`src/rtl/asi_wburst_seq_pkg.sv`:
```
// Shared ASI definitions: bus widths, AXI burst/response codes and sequencer state encoding.
package asi_wburst_seq_pkg;

    localparam int unsigned AXI_AW     = 40;
    localparam int unsigned AXI_IW     = 8;
    localparam int unsigned AXI_LW     = 8;
    localparam int unsigned AXI_SW     = 3;
    localparam int unsigned AXI_DW     = 128;
    localparam int unsigned SLV_BYTES  = AXI_DW / 8;
    localparam int unsigned AXI_WSTRBW = SLV_BYTES;

    localparam logic [1:0] BT_FIXED = 2'b00;
    localparam logic [1:0] BT_INCR  = 2'b01;
    localparam logic [1:0] BT_WRAP  = 2'b10;
    localparam logic [1:0] BT_RSVD  = 2'b11;

    // WRAP length fields are beats-1
    localparam logic [AXI_LW-1:0] WRAP_BL_2  = AXI_LW'(1);
    localparam logic [AXI_LW-1:0] WRAP_BL_4  = AXI_LW'(3);
    localparam logic [AXI_LW-1:0] WRAP_BL_8  = AXI_LW'(7);
    localparam logic [AXI_LW-1:0] WRAP_BL_16 = AXI_LW'(15);

    localparam logic [1:0] RESP_OKAY   = 2'b00;
    localparam logic [1:0] RESP_SLVERR = 2'b10;

    typedef enum logic [1:0] {
        S_IDLE  = 2'd0,
        S_BURST = 2'd1,
        S_RESP  = 2'd2
    } state_e;

    function automatic logic wrap_len_legal(input logic [AXI_LW-1:0] len);
        return (len == WRAP_BL_2) || (len == WRAP_BL_4) ||
               (len == WRAP_BL_8) || (len == WRAP_BL_16);
    endfunction

endpackage

```
`src/rtl/asi_beat_addr_gen.sv`:
```
// Combinational beat address stepper and byte-lane mask calculator, shared by the
// read and write burst sequencers.
module asi_beat_addr_gen
    import asi_wburst_seq_pkg::*;
#(
    parameter int unsigned AW     = AXI_AW,
    parameter int unsigned SW     = AXI_SW,
    parameter int unsigned NBYTES = SLV_BYTES
) (
    input  logic [AW-1:0]     cur_addr,
    input  logic              first,
    input  logic [SW-1:0]     size,
    input  logic [1:0]        burst,
    input  logic [AW-1:0]     wrap_bound,
    input  logic [AW-1:0]     wrap_total,
    output logic [AW-1:0]     addr,
    output logic [NBYTES-1:0] mask
);

    localparam int unsigned LB = $clog2(NBYTES);

    logic [AW-1:0] step;
    logic [AW-1:0] aligned;
    logic [AW-1:0] inc;
    logic [31:0]   nbytes;
    logic [31:0]   lo;
    logic [31:0]   hi;

    // first=1 passes the start address through so beat 0 shares the mask logic
    always_comb begin
        step    = AW'(1) << size;
        aligned = cur_addr & ~(step - AW'(1));
        inc     = cur_addr + step;
        addr    = cur_addr;
        if (!first) begin
            unique case (burst)
                BT_INCR: addr = aligned + step;
                BT_WRAP: addr = (inc == wrap_bound + wrap_total) ? wrap_bound : inc;
                default: addr = cur_addr;
            endcase
        end
    end

    always_comb begin
        mask   = '0;
        nbytes = 32'd1 << size;
        lo     = 32'(addr[LB-1:0]);
        hi     = (lo & ~(nbytes - 32'd1)) + nbytes;
        for (int unsigned i = 0; i < NBYTES; i++) begin
            mask[i] = (i >= lo) && (i < hi);
        end
    end

endmodule

```
`src/rtl/asi_wburst_seq.sv`:
```
// ASI AXI slave write-burst sequencer: expands an AW command into beat descriptors and
// issues the B response. Optional 4KB page-crossing check enabled by ASI_4KB_CHECK_EN.
module asi_wburst_seq
    import asi_wburst_seq_pkg::*;
(
    input  logic                  ACLK,
    input  logic                  ARESETn,
    input  logic                  aw_valid,
    output logic                  aw_ready,
    input  logic [AXI_IW-1:0]     aw_id,
    input  logic [AXI_AW-1:0]     aw_addr,
    input  logic [AXI_LW-1:0]     aw_len,
    input  logic [AXI_SW-1:0]     aw_size,
    input  logic [1:0]            aw_burst,
    output logic                  bt_valid,
    input  logic                  bt_ready,
    output logic [AXI_AW-1:0]     bt_addr,
    output logic [AXI_WSTRBW-1:0] bt_mask,
    output logic                  bt_last,
    output logic                  br_valid,
    input  logic                  br_ready,
    output logic [AXI_IW-1:0]     br_id,
    output logic [1:0]            br_resp,
    output logic                  busy
);

    state_e state_q, state_d;

    logic [AXI_IW-1:0]     id_q;
    logic [AXI_LW-1:0]     len_q;
    logic [AXI_SW-1:0]     size_q;
    logic [1:0]            burst_q;
    logic                  err_q;
    logic [AXI_AW-1:0]     wbound_q;
    logic [AXI_AW-1:0]     wtotal_q;

    logic [AXI_LW-1:0]     cnt_q, cnt_d;
    logic                  aw_ready_q, aw_ready_d;
    logic                  bt_valid_q, bt_valid_d;
    logic [AXI_AW-1:0]     bt_addr_q, bt_addr_d;
    logic [AXI_WSTRBW-1:0] bt_mask_q, bt_mask_d;
    logic                  bt_last_q, bt_last_d;
    logic                  br_valid_q, br_valid_d;
    logic [AXI_IW-1:0]     br_id_q, br_id_d;
    logic [1:0]            br_resp_q, br_resp_d;
    logic                  busy_q, busy_d;

    logic aw_hs, bt_hs, br_hs, last_beat;
    logic [AXI_LW-1:0] cnt_inc;

    assign aw_hs     = aw_valid & aw_ready_q;
    assign bt_hs     = bt_valid_q & bt_ready;
    assign br_hs     = br_valid_q & br_ready;
    assign last_beat = (cnt_q == len_q);
    assign cnt_inc   = cnt_q + AXI_LW'(1);

    // Command decode
    logic [AXI_AW-1:0] aw_total;
    logic [AXI_AW-1:0] aw_bound;
    logic              aw_page_err;
    logic              aw_err;

    assign aw_total = (AXI_AW'(aw_len) + AXI_AW'(1)) << aw_size;
    assign aw_bound = aw_addr & ~(aw_total - AXI_AW'(1));

`ifdef ASI_4KB_CHECK_EN
    logic [AXI_AW-1:0] aw_step;
    logic [AXI_AW-1:0] aw_last_byte;

    assign aw_step      = AXI_AW'(1) << aw_size;
    assign aw_last_byte = (aw_addr & ~(aw_step - AXI_AW'(1))) + aw_total - AXI_AW'(1);
    assign aw_page_err  = (aw_burst == BT_INCR) &&
                          (aw_last_byte[AXI_AW-1:12] != aw_addr[AXI_AW-1:12]);
`else
    assign aw_page_err = 1'b0;
`endif

    assign aw_err = (aw_burst == BT_RSVD) ||
                    ((aw_burst == BT_WRAP) && !wrap_len_legal(aw_len)) ||
                    ((32'd1 << aw_size) > SLV_BYTES) ||
                    aw_page_err;

    // Address generator sees the raw command while idle and the latched one mid-burst
    logic                  gen_first;
    logic [AXI_AW-1:0]     gen_cur;
    logic [AXI_SW-1:0]     gen_size;
    logic [1:0]            gen_burst;
    logic [AXI_AW-1:0]     gen_bound;
    logic [AXI_AW-1:0]     gen_total;
    logic [AXI_AW-1:0]     gen_addr;
    logic [AXI_WSTRBW-1:0] gen_mask;

    always_comb begin
        gen_first = (state_q == S_IDLE);
        gen_cur   = bt_addr_q;
        gen_size  = size_q;
        gen_burst = burst_q;
        gen_bound = wbound_q;
        gen_total = wtotal_q;
        if (gen_first) begin
            gen_cur   = aw_addr;
            gen_size  = aw_size;
            gen_burst = aw_burst;
            gen_bound = aw_bound;
            gen_total = aw_total;
        end
    end

    asi_beat_addr_gen #(
        .AW     (AXI_AW),
        .SW     (AXI_SW),
        .NBYTES (SLV_BYTES)
    ) u_addr_gen (
        .cur_addr   (gen_cur),
        .first      (gen_first),
        .size       (gen_size),
        .burst      (gen_burst),
        .wrap_bound (gen_bound),
        .wrap_total (gen_total),
        .addr       (gen_addr),
        .mask       (gen_mask)
    );

    // FSM state register
    always_ff @(posedge ACLK or negedge ARESETn) begin
        if (!ARESETn) begin
            state_q <= S_IDLE;
        end else begin
            state_q <= state_d;
        end
    end

    // FSM next state
    always_comb begin
        state_d = state_q;
        unique case (state_q)
            S_IDLE:  if (aw_hs) state_d = S_BURST;
            S_BURST: if (bt_hs && last_beat) state_d = S_RESP;
            S_RESP:  if (br_hs) state_d = S_IDLE;
            default: state_d = S_IDLE;
        endcase
    end

    // FSM outputs (next values of the registered outputs)
    always_comb begin
        cnt_d      = cnt_q;
        aw_ready_d = aw_ready_q;
        bt_valid_d = bt_valid_q;
        bt_addr_d  = bt_addr_q;
        bt_mask_d  = bt_mask_q;
        bt_last_d  = bt_last_q;
        br_valid_d = br_valid_q;
        br_id_d    = br_id_q;
        br_resp_d  = br_resp_q;
        busy_d     = busy_q;
        unique case (state_q)
            S_IDLE: begin
                if (aw_hs) begin
                    cnt_d      = '0;
                    aw_ready_d = 1'b0;
                    busy_d     = 1'b1;
                    bt_valid_d = 1'b1;
                    bt_addr_d  = gen_addr;
                    bt_mask_d  = aw_err ? '0 : gen_mask;
                    bt_last_d  = (aw_len == '0);
                end
            end
            S_BURST: begin
                if (bt_hs) begin
                    if (last_beat) begin
                        bt_valid_d = 1'b0;
                        bt_mask_d  = '0;
                        bt_last_d  = 1'b0;
                        br_valid_d = 1'b1;
                        br_id_d    = id_q;
                        br_resp_d  = err_q ? RESP_SLVERR : RESP_OKAY;
                    end else begin
                        cnt_d     = cnt_inc;
                        bt_addr_d = gen_addr;
                        bt_mask_d = err_q ? '0 : gen_mask;
                        bt_last_d = (cnt_inc == len_q);
                    end
                end
            end
            S_RESP: begin
                if (br_hs) begin
                    br_valid_d = 1'b0;
                    aw_ready_d = 1'b1;
                    busy_d     = 1'b0;
                end
            end
            default: ;
        endcase
    end

    always_ff @(posedge ACLK or negedge ARESETn) begin
        if (!ARESETn) begin
            cnt_q      <= '0;
            aw_ready_q <= 1'b1;
            bt_valid_q <= 1'b0;
            bt_addr_q  <= '0;
            bt_mask_q  <= '0;
            bt_last_q  <= 1'b0;
            br_valid_q <= 1'b0;
            br_id_q    <= '0;
            br_resp_q  <= RESP_OKAY;
            busy_q     <= 1'b0;
        end else begin
            cnt_q      <= cnt_d;
            aw_ready_q <= aw_ready_d;
            bt_valid_q <= bt_valid_d;
            bt_addr_q  <= bt_addr_d;
            bt_mask_q  <= bt_mask_d;
            bt_last_q  <= bt_last_d;
            br_valid_q <= br_valid_d;
            br_id_q    <= br_id_d;
            br_resp_q  <= br_resp_d;
            busy_q     <= busy_d;
        end
    end

    // Command latch
    always_ff @(posedge ACLK or negedge ARESETn) begin
        if (!ARESETn) begin
            id_q     <= '0;
            len_q    <= '0;
            size_q   <= '0;
            burst_q  <= BT_FIXED;
            err_q    <= 1'b0;
            wbound_q <= '0;
            wtotal_q <= '0;
        end else if (aw_hs) begin
            id_q     <= aw_id;
            len_q    <= aw_len;
            size_q   <= aw_size;
            burst_q  <= aw_burst;
            err_q    <= aw_err;
            wbound_q <= aw_bound;
            wtotal_q <= aw_total;
        end
    end

    assign aw_ready = aw_ready_q;
    assign bt_valid = bt_valid_q;
    assign bt_addr  = bt_addr_q;
    assign bt_mask  = bt_mask_q;
    assign bt_last  = bt_last_q;
    assign br_valid = br_valid_q;
    assign br_id    = br_id_q;
    assign br_resp  = br_resp_q;
    assign busy     = busy_q;

endmodule

```
`config.mk`:
```
export PLATFORM = sky130hd
export DESIGN_NAME = asi_wburst_seq
export DESIGN_NICKNAME = d
export VERILOG_FILES = /design/src/rtl/asi_wburst_seq_pkg.sv /design/src/rtl/asi_beat_addr_gen.sv /design/src/rtl/asi_wburst_seq.sv
export SDC_FILE = /design/constraint.sdc
export NUM_CORES = 1
export LEC_CHECK = 0
export ABC_AREA = 1
export CAP_MARGIN = 20
export CORE_MARGIN = 4
export CORE_UTILIZATION = 55
export CTS_BUF_LIST = sky130_fd_sc_hd__clkbuf_16
export CTS_CLUSTER_DIAMETER = 60
export DETAILED_ROUTE_END_ITERATION = 10
export DONT_BUFFER_PORTS = 1
export PLACE_DENSITY = 0.7
export SLEW_MARGIN = 10
export SYNTH_ARGS = -nofsm -noshare
export SYNTH_HDL_FRONTEND = slang
export SYNTH_SLANG_ARGS = --single-unit
```
`constraint.sdc`:
```
create_clock -name ACLK -period 9.7 [get_ports ACLK]
set_input_delay 1.455 -clock ACLK [delete_from_list [all_inputs] [get_ports ACLK]]
set_output_delay 1.455 -clock ACLK [all_outputs]
set_load 0.05 [all_outputs]
```
; After elaboration in Yosys (flattened, before gate mapping)
; Index checks and enable logic that the tools add are counted.
[totals]
regBits = 183
ram_bits = 0
romBits = 0
latch_bits = 0
out_inout_bits = 71
mem_count = 0
elab_cells = 169
[classes]
eq_ne = 19
div = 0
shifts = 4
multipliers = 0
add_sub_neg = 9
n_reduce_logical = 35
bitwise_logic = 9
order_cmp = 32
muxes = 43
[op_table]
columns = cell, count
row1 = $mux W40, 8
row2 = $lt A4 B32 Y1 const A, 8
row3 = $pmux W40 S2, 2
row4 = $lt A3 B32 Y1 const A, 4
row5 = $add A40 B40 Y40, 3
row6 = $and A40 B40 Y40, 2
row7 = $mux W16, 5
row8 = $not A40 Y40, 2
row9 = $sub A40 B1 Y40 const B, 2
row10 = $lt A1 B32 Y1 const A, 2
row11 = $lt A2 B32 Y1 const A, 2
row12 = $shl A1 B3 Y32 const A, 2
row13 = $eq A40 B40 Y1, 1
row14 = $shl A1 B3 Y40 const A, 1
row15 = $shl A9 B3 Y40, 1
row16 = $add A32 B32 Y32, 1
row17 = $and A4 B32 Y32, 1
row18 = $gt A32 B5 Y1 const B, 1
row19 = $not A32 Y32, 1
row20 = $pmux W16 S2, 1
row21 = $sub A32 B1 Y32 const B, 1
row22 = $ge A4 B4 Y1 const A, 7
row23 = $mux W8, 3
row24 = $logic_and A1 B1 Y1, 17
row25 = 27 further kinds, 73

; Logic depth before layout (Yosys ltp)
[depth]
depth_word = 19
depth_mapped = 55
ltp_nobuf = 55

; Hierarchy
; Synthesis repeated with hierarchy kept, for this count alone.
[unflattened]
cells_unflattened = 2959
hier_area_um2 = 17418.0
[by_module_without_submodules]
columns = module, instances, cells_per_inst, area_each_um2
row1 = asi_beat_addr_gen, 1, 1803, 8725.9
row2 = asi_wburst_seq, 1, 1156, 8692.1

; Least setup slack after synthesis
; No wires, ideal clock.
[synth_path]
path_type = input -> register
from = input port aw_len[0]
to = register bt_mask_q[11] (netlist: bt_mask[11])
slack_ns = 2.553
n_path_buf = 0
t_arrival_ns = 7.027
path_stages = 50
setup_ns = 0.120
t_required_ns = 9.580
cell_sequence = inv_1 -> ha_1 -> o21ai_1 -> nor2_1 -> nand2_1 -> nand2_1 -> inv_1 -> nand2_1 -> clkinv_1 -> nand2_1 -> nor2_1 -> nand2_1 -> nor2_2 -> inv_1 -> nand2_1 -> nand3_1 -> o21ai_0 -> ha_1 -> [14 not listed] -> nor2_1 -> nand2_1 -> nor2_4 -> o21ai_0 -> o21ai_0 -> o21ai_1 -> nor2_1 -> ha_1 -> inv_1 -> nor2_1 -> nor2_2 -> nand2_1 -> nand2_2 -> nand2_2 -> nor2_8 -> nand2_2 -> o21ai_1 -> nand2_1
[synth_between]
elab_chain_len = 19
elab_cells_between_ends = 34
[synth_rtl]
columns = element, line_no
row1 = "start, declared", asi_wburst_seq.sv:12  ; input logic [AXI_LW-1:0] aw_len,
row2 = $add A8 B1 Y9, asi_wburst_seq.sv:63  ; assign aw_total = (AXI_AW'(aw_len) + AXI_AW'(1)) << aw_size;
row3 = $shl A9 B3 Y40, asi_wburst_seq.sv:63
row4 = $sub A40 B1 Y40, asi_wburst_seq.sv:64  ; assign aw_bound = aw_addr & ~(aw_total - AXI_AW'(1));
row5 = $not A40 Y40, asi_wburst_seq.sv:64
row6 = $and A40 B40 Y40, asi_wburst_seq.sv:64
row7 = $mux W40, asi_wburst_seq.sv:100  ; if (gen_first) begin
row8 = $add A40 B40 Y40, asi_beat_addr_gen.sv:38  ; BT_WRAP: addr = (inc == wrap_bound + wrap_total) ? wrap_bound : inc;
row9 = $eq A40 B40 Y1, asi_beat_addr_gen.sv:38
row10 = [3 not listed], --
row11 = $and A4 B32 Y32, asi_beat_addr_gen.sv:48  ; hi = (lo & ~(nbytes - 32'd1)) + nbytes;
row12 = $add A32 B32 Y32, asi_beat_addr_gen.sv:48
row13 = $lt A4 B32 Y1, asi_beat_addr_gen.sv:50  ; mask[i] = (i >= lo) && (i < hi);
row14 = $logic_and A1 B1 Y1, asi_beat_addr_gen.sv:50
row15 = $mux W16, asi_wburst_seq.sv:180  ; bt_mask_d = err_q ? '0 : gen_mask;
row16 = $mux W16, asi_wburst_seq.sv:170  ; if (last_beat) begin
row17 = $mux W16, asi_wburst_seq.sv:169  ; if (bt_hs) begin
row18 = $pmux W16 S2 (*), asi_wburst_seq.sv:156  ; unique case (state_q)
row19 = "end signal, assigned", asi_wburst_seq.sv:213  ; bt_mask_q <= bt_mask_d;
row20 = "end, declared", asi_wburst_seq.sv:41  ; logic [AXI_WSTRBW-1:0] bt_mask_q, bt_mask_d;
; Every way passes the cells marked *; elsewhere a longest branch is shown, timed or not. The select of a mux whose other input is x is not followed.
; A chain may end at the register's enable or synchronous reset.

; Final worst setup path
[layout_path]
from = input port aw_len[0]
to = register bt_mask_q[6] (netlist: bt_mask[6])
[layout_between]
elab_chain_len = 19
elab_cells_between_ends = 34
[layout_rtl]
columns = element, line_no
row1 = $add A8 B1 Y9, asi_wburst_seq.sv:63
row2 = $shl A9 B3 Y40, asi_wburst_seq.sv:63
row3 = $sub A40 B1 Y40, asi_wburst_seq.sv:64
row4 = $not A40 Y40, asi_wburst_seq.sv:64
row5 = $and A40 B40 Y40, asi_wburst_seq.sv:64
row6 = $mux W40, asi_wburst_seq.sv:100
row7 = $add A40 B40 Y40, asi_beat_addr_gen.sv:38
row8 = $eq A40 B40 Y1, asi_beat_addr_gen.sv:38
row9 = [3 not listed], --
row10 = $and A4 B32 Y32, asi_beat_addr_gen.sv:48
row11 = $add A32 B32 Y32, asi_beat_addr_gen.sv:48
row12 = $lt A3 B32 Y1, asi_beat_addr_gen.sv:50
row13 = $logic_and A1 B1 Y1, asi_beat_addr_gen.sv:50
row14 = $mux W16, asi_wburst_seq.sv:180
row15 = $mux W16, asi_wburst_seq.sv:170
row16 = $mux W16, asi_wburst_seq.sv:169
row17 = $pmux W16 S2 (*), asi_wburst_seq.sv:156
; Marks and branches as above.

==> flow_summary.ini <==
[clocking]
clock_path_buffers = 2
cts-buffers-inserted = 17
postCtsSetupBuffers = 0
clock_latency_ps = 460
cts-resized-gates = 0
cts_sinks = 158
cts_tree = yes
h-tree-depth = 4
cts_root_buf = clkbuf_16
hold_buffers = 0
clk_pin_slew_worst_paths_ps = 80

[setup_path]
cpPeakStageDelay_ps = 540
worstSetupEndpointType = flip-flop
r2r-end = bt_mask[6]$_DFFE_PN0P_
arrival_ps = 8650
cp_common_cell = nand2_1
r2r_setup_slack_ps = 2200
required_ps = 10050
critPathKind = primary input to flip-flop
r2r_start = state_q[0]$_DFFE_PN0P_
reg2reg_depth = 38
path_max_fanout = 10
slowest_stage = o21ai_0
start_kind = primary input

[synthesis]
synth_seq_cells = 158
syn-num-nets = 2499
synthAdderAreaFrac_pct = 3.48
yosysSeqAreaShare_pct = 26.1
synth_compound_area_share_pct = 17.4
synth_top_family_by_area = simple AND/OR/NAND/NOR gates
synth-simple-area-share_pct = 37.6
yosysWarnings = 0
synthMuxAreaShare_pct = 0.223
avgSynthCellArea_um2 = 6.33
synth.distinct_cells = 56
netlist_instances = 2392
synthArstFlopShare_pct = 100
synthFlopType = dfrtp_1
synth-edff-count = 0
synthXorXnorAreaFrac_pct = 4.82
synth_area_um2 = 15200

[floorplanning]
die_h_um = 174
dieArea_um2 = 30300
core-area_um2 = 27000
ios = 137
die_x_um = 174
rows = 60
initial_core_util_pct = 56.1

[route]
vias = 15900
drtPass1Iterations = 6
drc_errors = 0
routed_wl_mm = 51.6
drtIter0Drc = 1494
detail_route.wl_per_cell_um = 19.2
ant_nets = 0
vias_per_cell = 5.90

[finish]
area_growth_pct = 4.30
fin_cells = 2690
fill_cells = 2717
final_layout_size_suffix_gt1_share_pct = 9.66
n_antenna_cell = 0
fin_area_um2 = 15800
nets = 2443

[power]
power_density_nw_per_um2 = 87.9
pwr-share-seq_pct = 47.4
pwr-share-comb_pct = 4.5
p_total_uw = 1390
p_int_uw = 1010
switching_share_pct = 27.0
ir_drop_mv = 0.109
clkPwrFrac_pct = 48.1
p_sw_uw = 376
power.leakage_uw = 0.00777

[status]
status = complete, no violations

[global_route]
top_usage_layer = met2
met1_usage_pct = 42.4
overflow = 0
grt.total_usage_pct = 33.8
grt_use_met3_pct = 6.26
grt_use_met2_pct = 57.4
antenna_found_initial = 0
grt_max_degree = 159
grt_pass1_vias = 15000
grt_pass1_wl_mm = 82.0

[sta]
skew_ps = 17.7
final_max_slew_viol_count = 0
fin_tns_setup_ps = 0
tightestPinTransition_ps = 1060
maxSlewHeadroom_pct = 29.5
setup_violations = 0
min_period_ps = 8300
fmax_mhz = 120
rsz0062_at_grt = no
post-route-period-util_pct = 85.6
finalHoldViolations = 0

[hold_path]
hold_start = id_q[0]$_DFFE_PN0P_
min_path_type = flip-flop to flip-flop
whs_endpoint = id_q[0]$_DFFE_PN0P_
hold_depth = 2

[place]
place_area_um2 = 15200
place_congestion = 1.03
dpl.hpwl_mm = 39.6
placed_cells = 2658
io_buffers = 0

[job]
cap_violations = 0
## worst max-delay path, delay by kind of cell
kind | cells | cell delay, ps
buffers and inverters | 5 | 380
AND/OR/NAND/NOR | 29 | 3500
adder cells (fa/ha/maj) | 3 | 880
AO/OA/AOI/OAI | 11 | 2440
## Yosys cell counts, types with 5 or more instances
| master | count | area share, % |
|---|---|---|
| nand2_2 | 38 | 1.6 |
| nor3_1 | 24 | 0.79 |
| o211ai_1 | 28 | 1.4 |
| clkbuf_1 | 60 | 1.5 |
| inv_2 | 23 | 0.57 |
| a21oi_1 | 94 | 3.1 |
| buf_2 | 9 | 0.30 |
| nor2_1 | 228 | 5.6 |
| o21ai_0 | 199 | 6.6 |
| o221ai_1 | 12 | 0.69 |
| dfrtp_1 | 157 | 26 |
| nor4_1 | 7 | 0.29 |
| o21ai_2 | 17 | 0.98 |
| or2_2 | 12 | 0.50 |
| xor2_1 | 56 | 3.2 |
| o22ai_1 | 8 | 0.33 |
| buf_1 | 6 | 0.15 |
| a22oi_1 | 10 | 0.50 |
| clkinv_1 | 5 | 0.12 |
| nand3_4 | 5 | 0.58 |
| nand2_1 | 644 | 16 |
| nand4_1 | 27 | 1.1 |
| o21ai_1 | 41 | 1.4 |
| nor2_4 | 11 | 0.82 |
| nand3b_1 | 5 | 0.25 |
| nand3_2 | 25 | 1.7 |
| o21bai_1 | 8 | 0.40 |
| ha_1 | 39 | 3.2 |
| a31oi_1 | 31 | 1.3 |
| inv_1 | 273 | 6.8 |
| nor2_2 | 29 | 1.2 |
| xnor2_1 | 23 | 1.3 |
| buf_6 | 8 | 0.59 |
| nand3_1 | 183 | 6.0 |
| nand2_4 | 6 | 0.45 |
## registers in the layout, indices dropped and copies added, names as in the netlist
name	flops
br_resp	1
state_q	2
cnt_q	8
err_q	1
busy	1
wbound_q	40
burst_q	2
wtotal_q	16
bt_addr	40
bt_valid	1
br_id	8
size_q	3
bt_mask	16
aw_ready	1
br_valid	1
len_q	8
id_q	8
bt_last	1
## worst max-delay path by stage
| stage | startpoint | endpoint | slack (ps) |
|---|---|---|---|
| global placement | aw_len[0] | bt_mask[11]$_DFFE_PN0P_ | 1170 |
| detailed placement | aw_len[0] | bt_mask[6]$_DFFE_PN0P_ | 1070 |
| global route | aw_len[0] | bt_mask[3]$_DFFE_PN0P_ | 640 |
| finish | aw_len[0] | bt_mask[6]$_DFFE_PN0P_ | 1400 |
| CTS | aw_len[0] | bt_mask[6]$_DFFE_PN0P_ | 1500 |
| floorplan | aw_len[0] | bt_mask[11]$_DFFE_PN0P_ | 2550 |
## stage by stage
stage                     hold slack (ps)  worst slack (ps)  utilization [%]
after global routing                  488               642             58.5
final                                 481              1400             58.5
after CTS                             484              1500             58.5
after detailed placement              465              1070             56.4
after floorplan                       445              2550                -
after global placement                459              1170             56.4
## layout by cell type, fill, tap and decap left out, types with 7 or more instances in the layout
| cell type | count |
|---|---|
| nor4_1 | 7 |
| a21oi_1 | 94 |
| nand3_2 | 25 |
| o211ai_1 | 28 |
| o21ai_1 | 41 |
| dfrtp_1 | 157 |
| nor3_1 | 24 |
| clkbuf_16 | 17 |
| inv_2 | 26 |
| o221ai_1 | 12 |
| or2_2 | 12 |
| nor2_4 | 12 |
| xor2_1 | 56 |
| nand3_1 | 183 |
| nand2_1 | 643 |
| o21bai_1 | 8 |
| ha_1 | 39 |
| o21ai_0 | 199 |
| nor2_1 | 228 |
| nor2_2 | 28 |
| buf_4 | 14 |
| nand2_2 | 39 |
| a22oi_1 | 10 |
| o22ai_1 | 8 |
| inv_1 | 271 |
| nand4_1 | 27 |
| xnor2_1 | 23 |
| o21ai_2 | 17 |
| a31oi_1 | 31 |
## per-layer routing
layer / up-vias / part of all wire, %
met5: - / 0
met4: 0 / 4.5
met3: 117 / 7.2
met2: 637 / 47
met1: 7423 / 41
li1: 7695 / -
## cells by family after synthesis
group / after synthesis
other cells: 1
xor+xnor: 81
simple gates: 1255
fa+ha+maj: 41
mux: 3
flops: 158
compound gates: 463
buf+inv: 390
## cell type report
cell class,instances,area (µm²),area share (%)
clock buffers,17,425,2.69
clock inverters,15,130,0.823
inverters,301,1130,7.15
multi-input cells,1844,9630,60.9
flip-flops and latches,158,3960,25.0
well taps,341,427,2.70
repair buffers,14,105,0.665
## power by group through the flow
stage	logic, µW	registers [µW]	clock network [µW]
after global placement	60.2	671	0
final	62.0	658	669
after CTS	61.7	658	676
after floorplan	53.0	671	0
after global routing	70.1	658	709
after detailed placement	61.4	671	0
Power figures use the tool's default switching activity.
